===== config.mk =====
export PLATFORM = sky130hd
export DESIGN_NAME = uart_txd_flat
export DESIGN_NICKNAME = d
export VERILOG_FILES = /design/src/rtl/uart_pkg.sv /design/src/rtl/uart_txd_if.sv /design/src/rtl/uart_bps_gen.sv /design/src/rtl/uart_txd.sv /design/src/flat_wrapper.sv
export SDC_FILE = /design/constraint.sdc
export NUM_CORES = 1
export LEC_CHECK = 0
export BUFFER_PORTS_ARGS = -buffer_cell sky130_fd_sc_hd__buf_2
export CORE_UTILIZATION = 60
export DETAILED_ROUTE_END_ITERATION = 8
export PLACE_DENSITY = 0.87
export SKIP_LAST_GASP = 1
export SLEW_MARGIN = 20
export SYNTH_ARGS = -nofsm -noshare
export SYNTH_HDL_FRONTEND = slang
export SYNTH_HIERARCHICAL = 1
export SYNTH_SLANG_ARGS = --single-unit

===== constraint.sdc =====
create_clock -name clk -period 3.2 [get_ports clk]
set_input_delay 0.32 -clock clk [delete_from_list [all_inputs] [get_ports clk]]
set_output_delay 0.32 -clock clk [all_outputs]
set_load 0.005 [all_outputs]

===== src/rtl/uart_pkg.sv =====
// Shared UART constants: baud divider values, default oversampling and frame lengths.
// Used by uart_txd and the reusable baud generator.
package uart_pkg;

    localparam logic [15:0] BPS_4800   = 16'd648;
    localparam logic [15:0] BPS_9600   = 16'd325;
    localparam logic [15:0] BPS_19200  = 16'd160;
    localparam logic [15:0] BPS_115200 = 16'd26;

    localparam int TICKS_PER_BIT_DEF = 16;
    localparam int FRAME_LEN_NOPAR   = 10;
    localparam int FRAME_LEN_PAR     = 11;

    typedef enum logic {
        TX_IDLE = 1'b0,
        TX_BUSY = 1'b1
    } tx_state_e;

    function automatic logic [15:0] bps_div(input logic [1:0] sel);
        case (sel)
            2'b00:   return BPS_4800;
            2'b01:   return BPS_9600;
            2'b10:   return BPS_19200;
            default: return BPS_115200;
        endcase
    endfunction

endpackage


===== src/rtl/uart_txd_if.sv =====
// Request/status bundle between a UART transmitter and its user.
// The master side issues bytes; the slave side (uart_txd) serialises them.
interface uart_txd_if;

    logic [1:0] bps_set;
    logic       send_en;
    logic [7:0] data_byte;
    logic       txd;
    logic       tx_done;
    logic       uart_state;

    modport master (
        output bps_set, send_en, data_byte,
        input  txd, tx_done, uart_state
    );

    modport slave (
        input  bps_set, send_en, data_byte,
        output txd, tx_done, uart_state
    );

endinterface


===== src/rtl/uart_bps_gen.sv =====
// Baud tick generator: counts 0..div while enabled and pulses tick on the terminal count,
// so ticks are div+1 clocks apart. Shared with the receiver.
module uart_bps_gen (
    input  logic        clk,
    input  logic        rst_n,
    input  logic        enable,
    input  logic [15:0] div,
    output logic        tick
);

    logic [15:0] div_cnt_q;
    logic [15:0] div_cnt_d;

    always_comb begin
        div_cnt_d = div_cnt_q;
        if (!enable || (div_cnt_q == div)) begin
            div_cnt_d = '0;
        end else begin
            div_cnt_d = div_cnt_q + 16'd1;
        end
    end

    assign tick = enable && (div_cnt_q == div);

    always_ff @(posedge clk or negedge rst_n) begin
        if (!rst_n) begin
            div_cnt_q <= '0;
        end else begin
            div_cnt_q <= div_cnt_d;
        end
    end

endmodule


===== src/rtl/uart_txd.sv =====
// UART transmitter: start, 8 data bits LSB first, optional even parity, stop.
// Define UART_TX_PARITY_EN to compile in the parity bit (11-bit frame).
module uart_txd
    import uart_pkg::*;
#(
    parameter int TICKS_PER_BIT = TICKS_PER_BIT_DEF
) (
    input  logic       clk,
    input  logic       rst_n,
    uart_txd_if.slave  bus
);

`ifdef UART_TX_PARITY_EN
    localparam int FRAME_LEN = FRAME_LEN_PAR;
`else
    localparam int FRAME_LEN = FRAME_LEN_NOPAR;
`endif
    localparam int                TICK_W    = (TICKS_PER_BIT > 1) ? $clog2(TICKS_PER_BIT) : 1;
    localparam logic [TICK_W-1:0] TICK_LAST = TICK_W'(TICKS_PER_BIT - 1);
    localparam logic [TICK_W-1:0] TICK_ONE  = 1;
    localparam logic [3:0]        BIT_LAST  = 4'(FRAME_LEN - 1);

    tx_state_e         state_q, state_d;
    logic [7:0]        data_q, data_d;
    logic [1:0]        bps_q, bps_d;
    logic [TICK_W-1:0] tick_cnt_q, tick_cnt_d;
    logic [3:0]        bit_idx_q, bit_idx_d;
    logic              txd_q, txd_d;
    logic              tx_done_q, tx_done_d;
    logic              tick;
    logic [15:0]       div;

    // Line level for frame position idx: 0 start, 1..8 data, then parity/stop.
    function automatic logic frame_bit(input logic [3:0] idx, input logic [7:0] d);
        logic [2:0] pos;
        pos = 3'(idx - 4'd1);
        if (idx == 4'd0) return 1'b0;
        if (idx <= 4'd8) return d[pos];
`ifdef UART_TX_PARITY_EN
        if (idx == 4'd9) return ^d;
`endif
        return 1'b1;
    endfunction

    assign div = bps_div(bps_q);

    uart_bps_gen u_bps_gen (
        .clk    (clk),
        .rst_n  (rst_n),
        .enable (state_q == TX_BUSY),
        .div    (div),
        .tick   (tick)
    );

    always_comb begin
        state_d    = state_q;
        data_d     = data_q;
        bps_d      = bps_q;
        tick_cnt_d = tick_cnt_q;
        bit_idx_d  = bit_idx_q;
        txd_d      = txd_q;
        tx_done_d  = 1'b0;
        if (state_q == TX_IDLE) begin
            if (bus.send_en) begin
                state_d = TX_BUSY;
                data_d  = bus.data_byte;
                bps_d   = bus.bps_set;
                txd_d   = 1'b0;
            end
        end else if (tick) begin
            if (tick_cnt_q != TICK_LAST) begin
                tick_cnt_d = tick_cnt_q + TICK_ONE;
            end else begin
                tick_cnt_d = '0;
                // Last tick of the stop bit closes the frame on this edge.
                if (bit_idx_q == BIT_LAST) begin
                    state_d   = TX_IDLE;
                    bit_idx_d = '0;
                    txd_d     = 1'b1;
                    tx_done_d = 1'b1;
                end else begin
                    bit_idx_d = bit_idx_q + 4'd1;
                    txd_d     = frame_bit(bit_idx_q + 4'd1, data_q);
                end
            end
        end
    end

    always_ff @(posedge clk or negedge rst_n) begin
        if (!rst_n) begin
            state_q    <= TX_IDLE;
            data_q     <= '0;
            bps_q      <= '0;
            tick_cnt_q <= '0;
            bit_idx_q  <= '0;
            txd_q      <= 1'b1;
            tx_done_q  <= 1'b0;
        end else begin
            state_q    <= state_d;
            data_q     <= data_d;
            bps_q      <= bps_d;
            tick_cnt_q <= tick_cnt_d;
            bit_idx_q  <= bit_idx_d;
            txd_q      <= txd_d;
            tx_done_q  <= tx_done_d;
        end
    end

    assign bus.txd        = txd_q;
    assign bus.tx_done    = tx_done_q;
    assign bus.uart_state = (state_q == TX_BUSY);

endmodule


===== src/flat_wrapper.sv =====
// flat-port wrapper written by rule: the top's interface ports become plain ports
module uart_txd_flat import uart_pkg::*;
#(
    parameter int TICKS_PER_BIT = TICKS_PER_BIT_DEF
)
  (clk, rst_n, bus_bps_set, bus_send_en, bus_data_byte, bus_txd, bus_tx_done, bus_uart_state);
  uart_txd_if bus_i ();
  input  logic clk;
  input  logic rst_n;
  input wire logic [$bits(bus_i.bps_set)-1:0] bus_bps_set;
  input wire logic [$bits(bus_i.send_en)-1:0] bus_send_en;
  input wire logic [$bits(bus_i.data_byte)-1:0] bus_data_byte;
  output wire logic [$bits(bus_i.txd)-1:0] bus_txd;
  output wire logic [$bits(bus_i.tx_done)-1:0] bus_tx_done;
  output wire logic [$bits(bus_i.uart_state)-1:0] bus_uart_state;
  assign bus_i.bps_set = bus_bps_set;
  assign bus_i.send_en = bus_send_en;
  assign bus_i.data_byte = bus_data_byte;
  assign bus_txd = bus_i.txd;
  assign bus_tx_done = bus_i.tx_done;
  assign bus_uart_state = bus_i.uart_state;
  uart_txd #(.TICKS_PER_BIT(TICKS_PER_BIT)) u_core (.clk(clk), .rst_n(rst_n), .bus(bus_i));
endmodule

==> impl_metrics.env <==
export IMPL_status="complete, no violations"
export IMPL_cts_sinks=37
export IMPL_synth_area_um2=2168
export IMPL_core_area_um2=3390
export IMPL_rr_worst_depth=10
export IMPL_diodes=0
export IMPL_insertion_delay_ns=0.34
export IMPL_synth_top_cell_area_share_pct=41.55
export IMPL_max_freq_ghz=0.3876
export IMPL_rr_startpoint="u_core/bps_q[1]"
export IMPL_antenna_found_initial=0
export IMPL_port_buffers=15
export IMPL_multi_input_area_um2=1176
export IMPL_drc=0
export IMPL_crit_path_start_kind="flip-flop"
export IMPL_power_density_nw_per_um2=528.4
export IMPL_wl_um=3953
export IMPL_die_area_um2=3858
export IMPL_die_h_um=62.12
export IMPL_vias=1569
export IMPL_setup_viol=0
export IMPL_wl_met3_um=126
export IMPL_fin_crit_sh_pct=80.63
export IMPL_syn2layout_area_growth_pct=9.232
export IMPL_syn_avg_cell_area_um2=10.23
export IMPL_slowest_delay_ns=0.43
export IMPL_clk_path_buf_depth=2
export IMPL_ys_ff_latch=37
export IMPL_grt_pass1_vias=1453
export IMPL_final_antenna_net_count=0
export IMPL_tns_ns=0
export IMPL_netlist_instances=212
export IMPL_synth_cell_type_count=39
export IMPL_worst_path_max_delay_cell="dfrtp_1"
export IMPL_routedWlPerCell_um=14.22
export IMPL_cts_hold_buf=0
export IMPL_drive_gt1_share_pct=18.97
export IMPL_viasPerCell=5.644
export IMPL_regArea_um2=927.1
export IMPL_die_w_um=62.12
export IMPL_cts_tree="built"
export IMPL_cts_max_level=2
export IMPL_io_pins=16
export IMPL_track_usage_pct=22.88
export IMPL_grt_setup_unrepaired="no"
export IMPL_tightest_slew_ns=0.9616
export IMPL_hp_class="input pin to async pin"
export IMPL_drt_initial_drc_count=83
export IMPL_routed_top_layer="met4"
export IMPL_r2r_end="u_core/bit_idx_q[1]"
export IMPL_fin_skew_ns=0.01106
export IMPL_drv_slew=0
export IMPL_peakVddDrop_mv=0.4603
export IMPL_rrSetupSlack_ns=0.62
export IMPL_final_net_count=254
export IMPL_ys_seq_area_share_pct=42.76
export IMPL_cp_end_kind="flip-flop"
export IMPL_drtPass1Iterations=4
export IMPL_start_util_pct=63.97
export IMPL_rows=21
export IMPL_maxCapViolCount=0
export IMPL_synthArstFlopShare_pct=100.0
export IMPL_cp_max_fo=7
export IMPL_hold_slack_ns=0.05518
export IMPL_max_slew_margin_pct=35.76
export IMPL_fillerInstances=239
export IMPL_final_hold_viol_count=0
export IMPL_layout_common_cells="dfrtp_1, xnor2_1, nor2_1, buf_2, nand2_1"
export IMPL_place_hpwl_um=2842
export IMPL_worst_ep_required_time_ns=3.48
export IMPL_clockRootBuffer="clkbuf_4"
export IMPL_synth_top_area_cell="dfrtp_1"
export IMPL_path_clk_slew_ns=0.11
export IMPL_worstSetupPathType="flip-flop to flip-flop"
export IMPL_yosys_most_used_dff="dfrtp_1"
export IMPL_wl_met2_um=1937
export IMPL_post_cts_buffers=0
export IMPL_post_route_min_period_ns=2.580
export IMPL_grt_max_degree=38
export IMPL_overflow=0
export IMPL_grt_pass1_wl_um=6686
export IMPL_synth_edff_count=0
export IMPL_cts_buffers=5
export IMPL_final_common_cell="dfrtp_1"
export IMPL_p_leak_uw=0.001058
export IMPL_arrival_ns=2.86
export IMPL_yosys_top_cells_area="dfrtp_1, xnor2_1, ha_1"
export IMPL_wl_met1_um=1802
export IMPL_post_cts_resized=0
export IMPL_crit_chain="inv_1, ha_1, xnor2_1, nand4_1, nor2_1, and3_1, nand2_1, or2_1, or3_1, o21ai_0"
export IMPL_gp_congestion=0.8055
export IMPL_ys_warn_count=6
## worst max path at each step
stage / start / to / slack (ns) / depth (start not counted)
5_1_grt: u_core/bps_q[1] / u_core/bit_idx_q[1] / 0.41 / 12
3_3_place_gp: u_core/bps_q[0] / u_core/bit_idx_q[1] / 0.82 / 12
4_1_cts: u_core/bps_q[1] / u_core/bit_idx_q[1] / 0.64 / 10
6_report: u_core/bps_q[1] / u_core/bit_idx_q[1] / 0.62 / 10
2_1_floorplan: u_core/bps_q[0] / u_core/bit_idx_q[1] / 0.86 / 13
3_5_place_dp: u_core/bps_q[1] / u_core/bit_idx_q[1] / 0.68 / 10
## where the power goes
part	switching, uW	internal, uW	total [uW]
sequential	91.1	525	616
clock	152	242	394
combinational	126	116	242
total	369	882	1250
## per-layer routing
layer / up-vias / track usage, %
met5: - / 0
met4: 0 / 8.721
met3: 9 / 6.434
met2: 31 / 37.09
met1: 762 / 29.19
li1: 767 / -
## flip-flops by register name, indices dropped and copies added, names as in the netlist
register and count:
u_core/bps_q 2, u_core/bus.uart_state 1, u_core/u_bps_gen/div_cnt_q 16, u_core/bus.tx_done 1, u_core/bus.txd 1, u_core/data_q 8
u_core/bit_idx_q 4, u_core/tick_cnt_q 4
## cells by family (layout without fill, tap and decap cells)
logic type	Yosys count	in the layout	share of synthesized area [%]
AND/OR/NAND/NOR	86	86	20.66
flip-flops	37	37	42.76
adder cells (fa/ha/maj)	10	10	5.770
XOR/XNOR	31	31	12.52
multiplexers	13	13	7.732
buffers and inverters	15	30	3.866
other	1	6	0.1729
AO/OA/AOI/OAI	19	19	6.520
## per-stage QoR
| stage | cells | util (%) | area (um2) | setup WS [ns] | power, uW |
|---|---|---|---|---|---|
| 2_1_floorplan | 217 | - | 2187 | 0.8649 | 809.9 |
| 3_3_place_gp | 270 | 66.85 | 2266 | 0.8249 | 847.5 |
| 3_5_place_dp | 270 | 66.85 | 2266 | 0.6822 | 858.7 |
| 4_1_cts | 278 | 69.88 | 2369 | 0.6409 | 1256 |
| 5_1_grt | 278 | 69.88 | 2369 | 0.4082 | 1316 |
| 6_report | 278 | 69.88 | 2369 | 0.6200 | 1252 |
## layout make-up
class                           count  share of cell area [%]
Tap cell                           46                   2.430
Clock buffer                        5                   1.585
Clock inverter                      3                   2.747
Sequential cell                    37                   39.14
Inverter                            6                  0.9509
Multi-Input combinational cell    165                   49.66
Timing Repair Buffer               16                   3.487
## synthesized netlist by cell type (all sizes together) (2+ instances only)
master	n
ha	10
xor2	5
or2	2
buf	5
xnor2	26
nand2	15
o21ai	5
nor2	24
nand4	10
inv	6
mux4	2
a21o	3
mux2	10
and3	2
a21oi	6
clkbuf	4
nand2b	2
nor3	6
nor2b	3
nand3	12
o31ai	3
dfrtp	36
nor4	5
## critical path, delay by kind of cell, from the launching register on
| family | cells | cell delay [ns] |
|---|---|---|
| AOI/OAI and AO/OA | 1 | 0.07 |
| xor gates and xnor gates | 1 | 0.17 |
| adders and majority gates | 1 | 0.31 |
| buffers and inverters | 1 | 0.11 |
| DFF | 1 | 0.43 |
| and+or+nand+nor | 6 | 1.41 |
(Power assumes the default switching activity.)
